`src/rtl/jtag_tap_ir_if.sv`:
```
// JTAG TAP/IR signal bundle: TMS/TDI in, IR serial out, latched instruction and state decodes out.
// No latency and no backpressure of its own; master drives TMS/TDI, slave is the TAP.
interface jtag_tap_ir_if #(
  parameter int IR_WIDTH = 4
);
  logic                TMS;
  logic                TDI;
  logic                IR_TDO;
  logic                IR_TDO_EN;
  logic [IR_WIDTH-1:0] LATCH_JTAG_IR;
  logic [3:0]          TAP_STATE;
  logic                TLR_STATE;
  logic                RTI_STATE;
  logic                CAPTURE_DR;
  logic                SHIFT_DR;
  logic                UPDATE_DR;

  modport master (
    output TMS, TDI,
    input  IR_TDO, IR_TDO_EN, LATCH_JTAG_IR, TAP_STATE,
    input  TLR_STATE, RTI_STATE, CAPTURE_DR, SHIFT_DR, UPDATE_DR
  );

  modport slave (
    input  TMS, TDI,
    output IR_TDO, IR_TDO_EN, LATCH_JTAG_IR, TAP_STATE,
    output TLR_STATE, RTI_STATE, CAPTURE_DR, SHIFT_DR, UPDATE_DR
  );
endinterface

```
`src/rtl/jtag_tap_ir.sv`:
```
// IEEE 1149.1 TAP FSM with 4-bit IR; one TCK edge per state step, outputs decode the registered state.
// No backpressure: TMS/TDI are consumed on every rising TCK edge.
module jtag_tap_ir #(
  parameter int                  IR_WIDTH   = 4,
  parameter logic [IR_WIDTH-1:0] IR_CAPTURE = IR_WIDTH'(4'b0001),
  parameter logic [IR_WIDTH-1:0] IR_RESET   = IR_WIDTH'(4'h7)
) (
  input logic          TCK,
  input logic          RST,
  jtag_tap_ir_if.slave bus
);

  typedef enum logic [3:0] {
    TLR    = 4'h0, RTI    = 4'h1, SEL_DR = 4'h2, CAP_DR = 4'h3,
    SH_DR  = 4'h4, EX1_DR = 4'h5, PA_DR  = 4'h6, EX2_DR = 4'h7,
    UP_DR  = 4'h8, SEL_IR = 4'h9, CAP_IR = 4'hA, SH_IR  = 4'hB,
    EX1_IR = 4'hC, PA_IR  = 4'hD, EX2_IR = 4'hE, UP_IR  = 4'hF
  } tap_state_t;

  tap_state_t          state_q;
  tap_state_t          state_d;
  logic [IR_WIDTH-1:0] ir_sr;
  logic [IR_WIDTH-1:0] latch_q;

  always_ff @(posedge TCK) begin
    if (RST) state_q <= TLR;
    else     state_q <= state_d;
  end

  always_comb begin
    state_d = state_q;
    unique case (state_q)
      TLR:    state_d = bus.TMS ? TLR    : RTI;
      RTI:    state_d = bus.TMS ? SEL_DR : RTI;
      SEL_DR: state_d = bus.TMS ? SEL_IR : CAP_DR;
      CAP_DR: state_d = bus.TMS ? EX1_DR : SH_DR;
      SH_DR:  state_d = bus.TMS ? EX1_DR : SH_DR;
      EX1_DR: state_d = bus.TMS ? UP_DR  : PA_DR;
      PA_DR:  state_d = bus.TMS ? EX2_DR : PA_DR;
      EX2_DR: state_d = bus.TMS ? UP_DR  : SH_DR;
      UP_DR:  state_d = bus.TMS ? SEL_DR : RTI;
      SEL_IR: state_d = bus.TMS ? TLR    : CAP_IR;
      CAP_IR: state_d = bus.TMS ? EX1_IR : SH_IR;
      SH_IR:  state_d = bus.TMS ? EX1_IR : SH_IR;
      EX1_IR: state_d = bus.TMS ? UP_IR  : PA_IR;
      PA_IR:  state_d = bus.TMS ? EX2_IR : PA_IR;
      EX2_IR: state_d = bus.TMS ? UP_IR  : SH_IR;
      UP_IR:  state_d = bus.TMS ? SEL_DR : RTI;
      default: state_d = TLR;
    endcase
  end

  // The shift on the SH_IR exit edge still consumes TDI, since it keys off the current state only.
  always_ff @(posedge TCK) begin
    if (RST) begin
      ir_sr <= IR_CAPTURE;
    end else if (state_q == CAP_IR) begin
      ir_sr <= IR_CAPTURE;
    end else if (state_q == SH_IR) begin
      ir_sr <= {bus.TDI, ir_sr[IR_WIDTH-1:1]};
    end
  end

  always_ff @(posedge TCK) begin
    if (RST || state_q == TLR) begin
      latch_q <= IR_RESET;
    end else if (state_q == UP_IR) begin
      latch_q <= ir_sr;
    end
  end

  assign bus.IR_TDO        = ir_sr[0];
  assign bus.IR_TDO_EN     = (state_q == SH_IR);
  assign bus.LATCH_JTAG_IR = latch_q;
  assign bus.TAP_STATE     = state_q;
  assign bus.TLR_STATE     = (state_q == TLR);
  assign bus.RTI_STATE     = (state_q == RTI);
  assign bus.CAPTURE_DR    = (state_q == CAP_DR);
  assign bus.SHIFT_DR      = (state_q == SH_DR);
  assign bus.UPDATE_DR     = (state_q == UP_DR);

endmodule
```
`src/flat_wrapper.sv`:
```
// flat-port wrapper written by rule: the top's interface ports become plain ports
module jtag_tap_ir_flat 
#(
  parameter int                  IR_WIDTH   = 4,
  parameter logic [IR_WIDTH-1:0] IR_CAPTURE = IR_WIDTH'(4'b0001),
  parameter logic [IR_WIDTH-1:0] IR_RESET   = IR_WIDTH'(4'h7)
)
  (TCK, RST, bus_TMS, bus_TDI, bus_IR_TDO, bus_IR_TDO_EN, bus_LATCH_JTAG_IR, bus_TAP_STATE, bus_TLR_STATE, bus_RTI_STATE, bus_CAPTURE_DR, bus_SHIFT_DR, bus_UPDATE_DR);
  jtag_tap_ir_if #(.IR_WIDTH(IR_WIDTH)) bus_i ();
  input logic TCK;
  input logic RST;
  input wire logic [$bits(bus_i.TMS)-1:0] bus_TMS;
  input wire logic [$bits(bus_i.TDI)-1:0] bus_TDI;
  output wire logic [$bits(bus_i.IR_TDO)-1:0] bus_IR_TDO;
  output wire logic [$bits(bus_i.IR_TDO_EN)-1:0] bus_IR_TDO_EN;
  output wire logic [$bits(bus_i.LATCH_JTAG_IR)-1:0] bus_LATCH_JTAG_IR;
  output wire logic [$bits(bus_i.TAP_STATE)-1:0] bus_TAP_STATE;
  output wire logic [$bits(bus_i.TLR_STATE)-1:0] bus_TLR_STATE;
  output wire logic [$bits(bus_i.RTI_STATE)-1:0] bus_RTI_STATE;
  output wire logic [$bits(bus_i.CAPTURE_DR)-1:0] bus_CAPTURE_DR;
  output wire logic [$bits(bus_i.SHIFT_DR)-1:0] bus_SHIFT_DR;
  output wire logic [$bits(bus_i.UPDATE_DR)-1:0] bus_UPDATE_DR;
  assign bus_i.TMS = bus_TMS;
  assign bus_i.TDI = bus_TDI;
  assign bus_IR_TDO = bus_i.IR_TDO;
  assign bus_IR_TDO_EN = bus_i.IR_TDO_EN;
  assign bus_LATCH_JTAG_IR = bus_i.LATCH_JTAG_IR;
  assign bus_TAP_STATE = bus_i.TAP_STATE;
  assign bus_TLR_STATE = bus_i.TLR_STATE;
  assign bus_RTI_STATE = bus_i.RTI_STATE;
  assign bus_CAPTURE_DR = bus_i.CAPTURE_DR;
  assign bus_SHIFT_DR = bus_i.SHIFT_DR;
  assign bus_UPDATE_DR = bus_i.UPDATE_DR;
  jtag_tap_ir #(.IR_WIDTH(IR_WIDTH), .IR_CAPTURE(IR_CAPTURE), .IR_RESET(IR_RESET)) u_core (.TCK(TCK), .RST(RST), .bus(bus_i));
endmodule
```
`config.mk`:
```
export PLATFORM = sky130hd
export DESIGN_NAME = jtag_tap_ir_flat
export DESIGN_NICKNAME = d
export VERILOG_FILES = /design/src/rtl/jtag_tap_ir_if.sv /design/src/rtl/jtag_tap_ir.sv /design/src/flat_wrapper.sv
export SDC_FILE = /design/constraint.sdc
export NUM_CORES = 1
export LEC_CHECK = 0
export CAP_MARGIN = 30
export CORE_MARGIN = 3
export CORE_UTILIZATION = 26
export DETAILED_ROUTE_END_ITERATION = 12
export GPL_TIMING_DRIVEN = 0
export SETUP_SLACK_MARGIN = 0.15
export SLEW_MARGIN = 20
export SYNTH_ARGS = -nofsm -noshare
export SYNTH_HDL_FRONTEND = slang
export SYNTH_SLANG_ARGS = --single-unit
```
`constraint.sdc`:
```
create_clock -name TCK -period 1.4 [get_ports TCK]
set_input_delay 0.28 -clock TCK [delete_from_list [all_inputs] [get_ports TCK]]
set_output_delay 0.28 -clock TCK [all_outputs]
set_load 0.03 [all_outputs]
```
==> impl_metrics.env <==
export IMPL_synthSimpleGateAreaFrac_pct=28.2
export IMPL_clk_latency_ps=280
export IMPL_crit_fanout=5
export IMPL_fin_crit_ps=1580
export IMPL_cts_root_buf="clkbuf_4"
export IMPL_dp_hpwl_um=1210
export IMPL_initial_core_util_pct=27.7
export IMPL_fillers=226
export IMPL_die_y_um=57.6
export IMPL_dpl_worst_slack_ps=-419
export IMPL_stdcell_area_um2=1400
export IMPL_critPathKind="flop to output pin"
export IMPL_routed_wl_um=2340
export IMPL_ant_nets=0
export IMPL_utilization_pct=56.0
export IMPL_synth_edf_count=0
export IMPL_worstHoldPathType="flop to flop"
export IMPL_cts_tree="yes"
export IMPL_required_ps=1120
export IMPL_slew_headroom_pct=73.8
export IMPL_postSynthNetCount=79
export IMPL_drive_above_1_share_pct=62.4
export IMPL_ys_ff_latch=12
export IMPL_clock_path_buffers=2
export IMPL_grtUsageTotal_pct=14.3
export IMPL_clkSinkCount=12
export IMPL_grt_pass1_vias=796
export IMPL_syn_cell_area_um2=693
export IMPL_htreeDepth=1
export IMPL_vias_per_cell=4.96
export IMPL_drc=0
export IMPL_drt_iter0_markers=12
export IMPL_setup_viol=7
export IMPL_rsz0062_at_grt="true"
export IMPL_final_common_cell="buf_4"
export IMPL_internal_power_uw=678
export IMPL_finalCritPeriodShare_pct=113
export IMPL_grt_start_max_net_pins=11
export IMPL_power_share_switching_pct=31.8
export IMPL_layout_common_cells="buf_4 (20), buf_6 (17), dfxtp_1 (8), mux2i_1 (7)"
export IMPL_synth_cells=75
export IMPL_gr_total_overflow=0
export IMPL_n_antenna_cell=0
export IMPL_placed_area_um2=1020
export IMPL_path_clk_slew_ps=90
export IMPL_use_met1_pct=17.0
export IMPL_synth_area_per_cell_um2=9.24
export IMPL_hold_worst_slack_ps=480
export IMPL_use_met2_pct=25.5
export IMPL_cp_start_kind="flop"
export IMPL_dieArea_um2=3320
export IMPL_met3_usage_pct=4.23
export IMPL_p_switching_uw=317
export IMPL_via_count=769
export IMPL_synth_xor_area_share_pct=1.26
export IMPL_status="finished, violations left"
export IMPL_synth_compound_area_share_pct=17.0
export IMPL_end_kind="output pin"
export IMPL_p_clk_share_pct=28.9
export IMPL_gp_congestion=0.785
export IMPL_slew_violations=0
export IMPL_io_buffer_count=18
export IMPL_setup_ws_ps=-185
export IMPL_ys_types=32
export IMPL_die_x_um=57.6
export IMPL_grt_pass1_wl_um=3700
export IMPL_grt_busiest_layer="met2"
export IMPL_synth_warnings=0
export IMPL_wl_per_cell_um=15.1
export IMPL_violations="setup timing"
export IMPL_nets=130
export IMPL_core_area_um2=2500
export IMPL_worst_slew_pin_slew_ps=391
export IMPL_p_per_area_nw_per_um2=712
export IMPL_fin_skew_ps=7.93
export IMPL_maxCapViolCount=0
export IMPL_first_pass_iters=4
export IMPL_synth_top_family_by_area="simple AND/OR/NAND/NOR gates"
export IMPL_cellLeakagePower_nw=0.645
export IMPL_antenna_found_initial=0
export IMPL_area_growth_pct=102
export IMPL_hold_viol=0
export IMPL_synth_ff_type="dfxtp_1"
export IMPL_async_flop_share_pct=0
export IMPL_critPathArrivalTime_ps=1300
export IMPL_ir_drop_uv=604
export IMPL_yosys_mux_area_fraction_pct=10.1
export IMPL_seqPwrFrac_pct=36.0
export IMPL_ys_seq_area_share_pct=34.7
export IMPL_cts_buffers=3
export IMPL_combinationalPowerShare_pct=35.0
export IMPL_num_rows=18
export IMPL_io_pins=19
export IMPL_max_freq_mhz=631
export IMPL_synth_fa_ha_area_share_pct=0
-- kinds of logic (layout without fill, tap and decap cells) --
logic type	after synthesis	count (layout)
buffers and inverters	11	61
muxes	7	7
AOI/OAI and AO/OA	15	15
DFF	12	12
xor gates and xnor gates	1	1
and+or+nand+nor	29	29
-- synth_stat cells (2+ instances only) --
master / n / area share [%]
dfxtp_1: 12 / 35
mux2i_1: 7 / 10
nor2_1: 6 / 3.2
nand2_1: 5 / 2.7
buf_2: 4 / 2.9
a31oi_1: 3 / 2.7
inv_1: 3 / 1.6
nor2b_1: 3 / 2.7
nor3_1: 3 / 2.2
nor4_1: 3 / 2.7
a31o_1: 2 / 2.5
buf_4: 2 / 2.2
o211ai_1: 2 / 2.2
o21ai_0: 2 / 1.4
-- flip-flops by register name (all words and copies together), names as in the netlist --
signal / count
u_core.bus.LATCH_JTAG_IR: 4
u_core.bus.TAP_STATE: 4
u_core.ir_sr: 4
-- final cells by class --
class / instances / area, µm² / area share [%]
Inverter: 4 / 15.0 / 1.07
Buffer: 7 / 103 / 7.33
Timing Repair Buffer: 46 / 422 / 30.1
Tap cell: 30 / 37.5 / 2.68
Sequential cell: 12 / 255 / 18.2
Multi-Input combinational cell: 52 / 531 / 37.9
Clock buffer: 4 / 36.3 / 2.59
-- path summary, 6_finish.rpt --
check                                                  from                     endpoint  slack [ps]  cells after the start
worst max-delay path                u_core.bus.TAP_STATE[2]                bus_RTI_STATE        -180                      4
worst min register to register  u_core.bus.LATCH_JTAG_IR[1]  u_core.bus.LATCH_JTAG_IR[1]         480                      2
worst max register to register      u_core.bus.TAP_STATE[2]              u_core.ir_sr[0]        -100                      7
worst min-delay path            u_core.bus.LATCH_JTAG_IR[1]  u_core.bus.LATCH_JTAG_IR[1]         480                      2
-- worst max-delay path, stage by stage (launching register included) --
cell	delay, ps
dfxtp_4	360
buf_8	130
buf_8	120
nor4_4	250
buf_6	160
-- metal layers --
| layer | routed length (µm) | vias to the layer above |
|---|---|---|
| met2 | 1230 | 21 |
| li1 | - | 379 |
| met5 | 0 | - |
| met3 | 112 | 6 |
| met1 | 956 | 363 |
| met4 | 34 | 0 |
-- per-stage QoR --
stage | power, mW | std cells | setup TNS [ps]
2_1_floorplan | 0.535 | 75 | 0
3_3_place_gp | 0.602 | 123 | -2970
3_5_place_dp | 0.602 | 123 | -3030
4_1_cts | 0.951 | 145 | -993
5_1_grt | 1.04 | 155 | -1360
6_report | 0.995 | 155 | -1020
-- power groups by stage --
stage | Combinational (mW) | Sequential [mW] | Clock, mW
floorplan | 0.149 | 0.385 | 0
global placement | 0.228 | 0.374 | 0
detailed placement | 0.228 | 0.374 | 0
CTS | 0.292 | 0.359 | 0.300
global route | 0.369 | 0.360 | 0.310
finish | 0.349 | 0.359 | 0.288
-- repair_timing --
action	CTS	global route
buffers inserted	18	10
resized for setup	94	18
pin swaps	8	5
setup endpoints to repair	17	23
hold buffers	0	0
Power figures use the tool's default switching activity.
